==> src/rtl/transaction_arbiter.sv <==
// Round-robin arbiter that hands a shared bus to one of REQUESTERS masters, enforcing bus-free gap,
// retries after arbitration loss and stuck-SCL recovery. Optional watchdog: TRANSACTION_TIMEOUT_EN.
module transaction_arbiter #(
  parameter int unsigned REQUESTERS     = 4,
  parameter int unsigned IDLE_GAP       = 5,
  parameter int unsigned RETRY_LIMIT    = 3,
  parameter int unsigned TIMEOUT_CYCLES = 1000
) (
  input  logic                  clk_in,
  input  logic                  rst_n,
  input  logic [REQUESTERS-1:0] i_req,
  input  logic                  i_done,
  input  logic                  i_arbitration_lost,
  input  logic                  i_bus_busy,
  input  logic                  i_bus_clear,
  output logic [REQUESTERS-1:0] o_grant,
  output logic                  o_start,
  output logic [REQUESTERS-1:0] o_error,
  output logic                  o_recover
);

  localparam int unsigned PtrW   = (REQUESTERS > 2) ? $clog2(REQUESTERS) : 1;
  localparam int unsigned GapW   = $clog2(IDLE_GAP + 1);
  localparam int unsigned RetryW = (RETRY_LIMIT > 0) ? $clog2(RETRY_LIMIT + 1) : 1;

  if (REQUESTERS < 2 || REQUESTERS > 8 || IDLE_GAP < 1 || TIMEOUT_CYCLES < 1) begin : g_bad_param
    $error("transaction_arbiter: parameter out of range");
  end

  typedef enum logic [2:0] {
    StIdle,
    StWaitFree,
    StStart,
    StActive,
    StRecover
  } state_e;

  state_e                r_state;
  logic [REQUESTERS-1:0] r_grant;
  logic [PtrW-1:0]       r_gidx;
  logic [PtrW-1:0]       r_ptr;
  logic [GapW-1:0]       r_gap;
  logic [RetryW-1:0]     r_retries;
  logic                  r_start;
  logic [REQUESTERS-1:0] r_error;
  logic                  r_recover;

`ifdef TRANSACTION_TIMEOUT_EN
  localparam int unsigned WdogW = $clog2(TIMEOUT_CYCLES + 1);
  logic [WdogW-1:0] r_wdog;
`endif

  logic                  w_pick_valid;
  logic [PtrW-1:0]       w_pick_idx;
  logic [REQUESTERS-1:0] w_pick_onehot;
  logic [PtrW-1:0]       w_idx;

  // Walk from the slot after the last owner, wrapping, and take the first requester found.
  always_comb begin
    w_pick_valid  = 1'b0;
    w_pick_idx    = '0;
    w_pick_onehot = '0;
    w_idx         = r_ptr;
    for (int k = 0; k < int'(REQUESTERS); k++) begin
      w_idx = (w_idx == PtrW'(REQUESTERS - 1)) ? '0 : w_idx + PtrW'(1);
      if (!w_pick_valid && i_req[w_idx]) begin
        w_pick_valid         = 1'b1;
        w_pick_idx           = w_idx;
        w_pick_onehot[w_idx] = 1'b1;
      end
    end
  end

  always_ff @(posedge clk_in or negedge rst_n) begin
    if (!rst_n) begin
      r_state   <= StIdle;
      r_grant   <= '0;
      r_gidx    <= '0;
      r_ptr     <= PtrW'(REQUESTERS - 1);
      r_gap     <= '0;
      r_retries <= '0;
      r_start   <= 1'b0;
      r_error   <= '0;
      r_recover <= 1'b0;
`ifdef TRANSACTION_TIMEOUT_EN
      r_wdog    <= '0;
`endif
    end else begin
      r_start <= 1'b0;
      r_error <= '0;
      case (r_state)
        StIdle: begin
          if (i_bus_clear) begin
            r_state   <= StRecover;
            r_recover <= 1'b1;
          end else if (w_pick_valid) begin
            r_grant   <= w_pick_onehot;
            r_gidx    <= w_pick_idx;
            r_gap     <= '0;
            r_retries <= '0;
            r_state   <= StWaitFree;
          end
        end

        StWaitFree: begin
          if (i_bus_clear) begin
            r_error   <= r_grant;
            r_grant   <= '0;
            r_ptr     <= r_gidx;
            r_state   <= StRecover;
            r_recover <= 1'b1;
          end else if (i_bus_busy) begin
            r_gap <= '0;
          end else if (r_gap == GapW'(IDLE_GAP - 1)) begin
            r_state <= StStart;
            r_start <= 1'b1;
          end else begin
            r_gap <= r_gap + GapW'(1);
          end
        end

        StStart: begin
          if (i_bus_clear) begin
            r_error   <= r_grant;
            r_grant   <= '0;
            r_ptr     <= r_gidx;
            r_state   <= StRecover;
            r_recover <= 1'b1;
          end else begin
            r_state <= StActive;
`ifdef TRANSACTION_TIMEOUT_EN
            r_wdog  <= '0;
`endif
          end
        end

        StActive: begin
          // Priority: stuck bus, then completion, then lost arbitration, then watchdog.
          if (i_bus_clear) begin
            r_error   <= r_grant;
            r_grant   <= '0;
            r_ptr     <= r_gidx;
            r_state   <= StRecover;
            r_recover <= 1'b1;
          end else if (i_done) begin
            r_grant <= '0;
            r_ptr   <= r_gidx;
            r_state <= StIdle;
          end else if (i_arbitration_lost) begin
            if (r_retries < RetryW'(RETRY_LIMIT)) begin
              r_retries <= r_retries + RetryW'(1);
              r_gap     <= '0;
              r_state   <= StWaitFree;
            end else begin
              r_error <= r_grant;
              r_grant <= '0;
              r_ptr   <= r_gidx;
              r_state <= StIdle;
            end
          end
`ifdef TRANSACTION_TIMEOUT_EN
          else if (r_wdog == WdogW'(TIMEOUT_CYCLES - 1)) begin
            r_error <= r_grant;
            r_grant <= '0;
            r_ptr   <= r_gidx;
            r_state <= StIdle;
          end else begin
            r_wdog <= r_wdog + WdogW'(1);
          end
`endif
        end

        StRecover: begin
          if (!i_bus_clear) begin
            r_state   <= StIdle;
            r_recover <= 1'b0;
          end
        end

        default: begin
          r_state   <= StIdle;
          r_grant   <= '0;
          r_recover <= 1'b0;
        end
      endcase
    end
  end

  assign o_grant   = r_grant;
  assign o_start   = r_start;
  assign o_error   = r_error;
  assign o_recover = r_recover;

endmodule

==> config.mk <==
export PLATFORM = sky130hd
export DESIGN_NAME = transaction_arbiter
export DESIGN_NICKNAME = d
export VERILOG_FILES = /design/src/rtl/transaction_arbiter.sv
export SDC_FILE = /design/constraint.sdc
export NUM_CORES = 1
export LEC_CHECK = 0
export BUFFER_PORTS_ARGS = -buffer_cell sky130_fd_sc_hd__buf_4
export CAP_MARGIN = 20
export CORE_MARGIN = 8
export CORE_UTILIZATION = 60
export CTS_BUF_LIST = sky130_fd_sc_hd__clkbuf_4
export DETAILED_ROUTE_END_ITERATION = 16
export GPL_TIMING_DRIVEN = 1
export PLACE_DENSITY = 0.92
export SETUP_SLACK_MARGIN = 0.02
export SYNTH_ARGS = -nofsm -noshare
export SYNTH_HDL_FRONTEND = slang
export SYNTH_SLANG_ARGS = --single-unit
export TNS_END_PERCENT = 10
==> constraint.sdc <==
create_clock -name clk_in -period 2.9 [get_ports clk_in]
set_input_delay 0.435 -clock clk_in [delete_from_list [all_inputs] [get_ports clk_in]]
set_output_delay 0.435 -clock clk_in [all_outputs]
set_load 0.005 [all_outputs]
After elaboration in Yosys (flattened, before gate mapping)
Cells that the tools add are included.
Operators by class
  eq/ne operators: 25
  $mul: 0
  add/subtract/negate cells: 6
  muxes and demuxes: 88
  reductions and logical operators: 23
  bitwise operators: 5
  order comparisons: 9
  shifts and indexed selects: 0
  div/mod/pow operators: 0
Operators by type and width (number)
  two-way mux 4 bit: 16
  two-way mux 3 bit: 19
  two-way mux 2 bit: 19
  two-way mux 1 bit: 19
  != test 2 bit, second input constant: 8
  case mux 4 bit (4 select lines): 1
  case mux 3 bit (5 select lines): 1
  less-than comparator 2 x 3 -> 1 bit, second input constant: 4
  != test 3 bit, second input constant: 4
  bitwise OR 4 bit: 3
  adder 2 x 1 -> 2 bit, second input constant: 5
  case mux 3 bit (3 select lines): 1
  AND reduction 9 bit: 1
  binary-select mux 1 bit (select 2 bit): 4
  demux 1 bit (select 2 bit): 4
  equality test 2 bit, second input constant: 4
  greater-or-equal comparator 2 x 1 -> 1 bit, second input constant: 4
  != test 4 bit, second input constant: 2
  case mux 2 bit (2 select lines): 2
  case mux 4 bit (2 select lines): 1
  logical AND 1 bit: 7
  AND reduction 7 bit: 1
  equality test 3 x 2 -> 1 bit, second input constant: 2
  equality test 3 bit, second input constant: 2
  17 further kinds: 22
Word-level totals
  output and inout port bits: 10
  latch bits: 0
  bits in registers: 22
  bits in read-only memories: 0
  memories kept: 0
  memory bits (writable): 0

Depth between registers and ports, before layout
  depth in word-level cells: 17
  mapped depth: 9
  depth with buffers taken out: 7

Worst setup path after synthesis
Ideal clock, no wire load.
  path type: flip-flop to flip-flop
  from: reg r_ptr[0]
  to: reg r_grant[0], in the netlist o_grant[0]
  arrival time: 2228 ps
  slack: 606 ps
  cell stages (with the launch flop): 10
  path buffers: 2
  cell sequence: dfstp_2 buf_6 inv_1 ha_1 buf_4 or2_2 o32ai_1 nor3_1 o221ai_1 a221o_1
Between the ends
  cells in the longest elaborated chain, start to end: 17
  elaborated cells between the ends (all ways): 62
  those cells by class: 4 x add/sub; 8 x order compare; 5 x eq/ne; 31 x mux; 3 x bitwise; 11 x reduce/logical
RTL lines
  start, declared: line 41  | logic [PtrW-1:0] r_ptr;
  start signal, assigned: line 79  | r_ptr <= PtrW'(REQUESTERS - 1);
  start signal, assigned: line 109  | r_ptr <= r_gidx;
  start signal, assigned: line 126  | r_ptr <= r_gidx;
  adder 2 x 1 -> 2 bit or equality test 2 bit (tied branches): line 65  | w_idx = (w_idx == PtrW'(REQUESTERS - 1)) ? '0 : w_idx + PtrW'(1);
  two-way mux 2 bit *: line 65
  adder 2 x 1 -> 2 bit (tied with other cells): line 65
  two-way mux 2 bit or two-way mux 1 bit (tied branches): line 65, 66
  adder 2 x 1 -> 2 bit (tied with other cells): line 65
  two-way mux 2 bit (tied with other cells): line 65
  adder 2 x 1 -> 2 bit (tied with other cells): line 65
  two-way mux 2 bit (tied with other cells): line 65
  less-than comparator 2 x 3 -> 1 bit (implied by the code) (tied with other cells): line 69  | w_pick_onehot[w_idx] = 1'b1;
  logical AND 1 bit (implied by the code) (tied with other cells): line 69
  two-way mux 1 bit (implied by the code) (tied with other cells): line 69
  demux 1 bit (select 2 bit) (tied with other cells): line 69
  bitwise OR 4 bit (no source line) or logical AND 1 bit (tied branches)
  two-way mux 4 bit: line 66  | if (!w_pick_valid && i_req[w_idx]) begin
  two-way mux 4 bit: line 96  | end else if (w_pick_valid) begin
  two-way mux 4 bit: line 93  | if (i_bus_clear) begin
  case mux 4 bit (4 select lines): line 91  | case (r_state)
  end signal, assigned: line 97  | r_grant <= w_pick_onehot;
  end, declared: line 39  | logic [REQUESTERS-1:0] r_grant;
Mark *: on every way between the ends. The rest lies on a longest branch, timed or not. The select of a mux whose other input is x is not followed.
A chain may end at the register's enable or synchronous reset.

Worst setup path after layout
Same ends and word-level chain as after synthesis.

==> impl_metrics.toml <==
[outcome]
status = "finished clean"

[sta]
timing.final.max_slew_violations = 0
slew_headroom_pct = 64.5
finalCriticalPeriod_ps = 2830
final-setup-viol-count = 0
post-route-period-util_pct = 97.6
layout_setup_ws_ps = 69.5
fmax_mhz = 353
fin_setup_tns_ps = 0
hold_violations = 0
worst_hold_slack_ps = 416
tightest_slew_ps = 519
grt_setup_unrepaired = "no"
skew_ps = 7.13

[logic_synthesis]
ys.flop_type = "dfrtp_1"
synthArstFlopShare_pct = 100
synthesis.yosys.warnings = 0
synth-seq-cells = 22
synth_cell_types = 47
syn_inst = 168
synth-edff-count = 0
synthesis.nets = 189
yosysSeqAreaShare_pct = 34.7
netlist_area_mm2 = 0.00160
postSynthAreaPerCell_um2 = 9.50

[layout]
diodes = 0
area_growth_pct = 8.71
fin_cells = 211
final_util_pct = 69.4
layout-drive-gt1-share_pct = 22.1
design_area_mm2 = 0.00173
final_cell_mix = "dfrtp_1 (20), buf_4 (19), inv_1 (14), nand2_1 (13)"
nets = 203
final_common_cell = "dfrtp_1"

[grt]
grt_max_degree = 23
first_global_vias = 1209
antenna_found_initial = 0
grtUsageTotal_pct = 15.2
grt-ovfl-total = 0
grt_first_pass_wirelength_um = 5450

[drt]
wire_per_inst_um = 15.2
via_count = 1317
drt_iter0_drc = 60
ant_nets = 0
drc_errors = 0
drt_first_pass_iters = 5
vias_per_cell = 6.24
wirelength_um = 3210

[setup_path]
crit_path_end_kind = "flip-flop"
crit_path_max_incr_delay_ps = 730
cp_num_buf_inv = 1
worstPathCellList = "inv_1 -> ha_1 -> or3b_1 -> a2111oi_0 -> o311a_1 -> a221o_1"
arrival_ps = 3100
cpLargestDelayFamily = "compound AO/OA/AOI/OAI gates"
worstSetupStartpointType = "flip-flop"
cp_slowest_cell = "dfstp_2"
criticalPathCategory = "reg2reg"
crit_fanout = 13
crit_required_ps = 3170

[power]
ir_drop_v = 0.000708
combPwrFrac_pct = 51.0
seqPwrFrac_pct = 37.0
p_sw_share_pct = 42.0
totalPowerFinal_mw = 1.24
p_int_mw = 0.720
power_switching_mw = 0.521
power_leakage_nw = 0.783
powerDensity_mw_per_mm2 = 716
pwr-share-clk_pct = 12.0

[floorplanning]
die_w_um = 67.6
core_area_mm2 = 0.00250
chipHeight_um = 67.6
die-area_mm2 = 0.00457
io_pins = 20
row_count = 18
start_util_pct = 63.8

[placement]
hpwl_um = 2440
place_ws_ps = 210
portBuffers = 19
gp_congestion = 0.907
dp_cells = 206
placed_area_mm2 = 0.00170

[cts]
clk_path_buf_depth = 2
cts_setup_buffers = 0
cts-root-buf = "clkbuf_4"
cts_tree = "yes"
cts.sinks = 22
cts.reportedPaths.clkPinSlew_ps = 130
cts_buffers = 3
clock_latency_ps = 320
ctsResizeCount = 0
htree_levels = 1
ctsHoldBuffers = 1

[min_path]
min_path_type = "in2reg"

[job]
maxCapViolations = 0
==> logic make-up (layout without fill, tap and decap cells) <==
| logic type | Yosys count | in the layout | synth area share (%) |
|---|---|---|---|
| AOI/OAI and AO/OA | 43 | 43 | 20.1 |
| adders and majority gates | 11 | 11 | 8.63 |
| buffers and inverters | 25 | 38 | 8.16 |
| DFF | 22 | 22 | 34.7 |
| muxes | 5 | 5 | 4.23 |
| and+or+nand+nor | 62 | 62 | 24.2 |
==> flip-flops by register name, indices dropped and copies added (netlist names) <==
signal,count
r_retries,2
o_grant,4
r_gidx,2
r_state,3
o_error,4
r_gap,3
o_recover,1
r_ptr,2
o_start,1
==> layer usage <==
layer,vias to the layer above,track usage (%),wire length (µm)
met4,0,7.31,47
met3,8,3.15,212
met1,619,18.5,1390
met2,53,25.0,1560
li1,637,-,-
met5,-,0,0
==> path summary, 6_finish.rpt <==
check | start | cells after the start | endpoint | slack (ps)
min in group asynchronous | rst_n | 2 | r_state[0] | 510
max in group asynchronous | rst_n | 2 | r_ptr[1] | 2110
setup reg to reg | r_ptr[0] | 6 | o_grant[0] | 70
setup / recovery | r_ptr[0] | 6 | o_grant[0] | 70
hold reg to reg | r_retries[1] | 2 | r_retries[1] | 510
hold / removal | i_bus_clear | 2 | r_state[2] | 420
==> power groups by stage <==
stage          logic [mW]  registers [mW]  clock network, mW
2_1_floorplan       0.530           0.431                  0
3_3_place_gp        0.593           0.459                  0
3_5_place_dp        0.626           0.466                  0
4_1_cts             0.629           0.459              0.150
5_1_grt             0.698           0.471              0.165
6_report            0.633           0.459              0.149
==> synthesized netlist by cell type (2+ instances only) <==
library cell   n  share of area [%]
nand2_1       13                3.1
nor2_1        12                2.8
nor3_1         4                1.3
o31ai_1        2               0.94
nand3_1        3               0.94
nor4b_1        3                1.6
inv_1         14                3.3
and2_1         4                1.6
dfstp_2        2                3.3
buf_4          2               0.94
ha_1          11                8.6
o221ai_1       4                2.2
buf_2          5                1.6
nand2b_1       3                1.2
a21o_1         2               0.94
o21ai_0       12                3.8
nor4_1         3                1.2
nor3b_1        3                1.4
a221o_1        4                2.5
a211oi_1       2               0.94
a21oi_1        6                1.9
dfrtp_1       20                 31
buf_6          3                2.1
mux2_2         4                2.8
or3b_1         4                2.2
or2_2          2               0.78
==> final cells by class <==
class | instances | area (µm²)
multi-input combinational | 121 | 912
inverter | 14 | 52.6
timing repair buffer | 20 | 153
clock buffer | 3 | 22.5
tap | 30 | 37.5
clock inverter | 1 | 3.75
fill | 181 | 766
sequential | 22 | 553
Note: power is estimated with default switching activity, not from simulation.
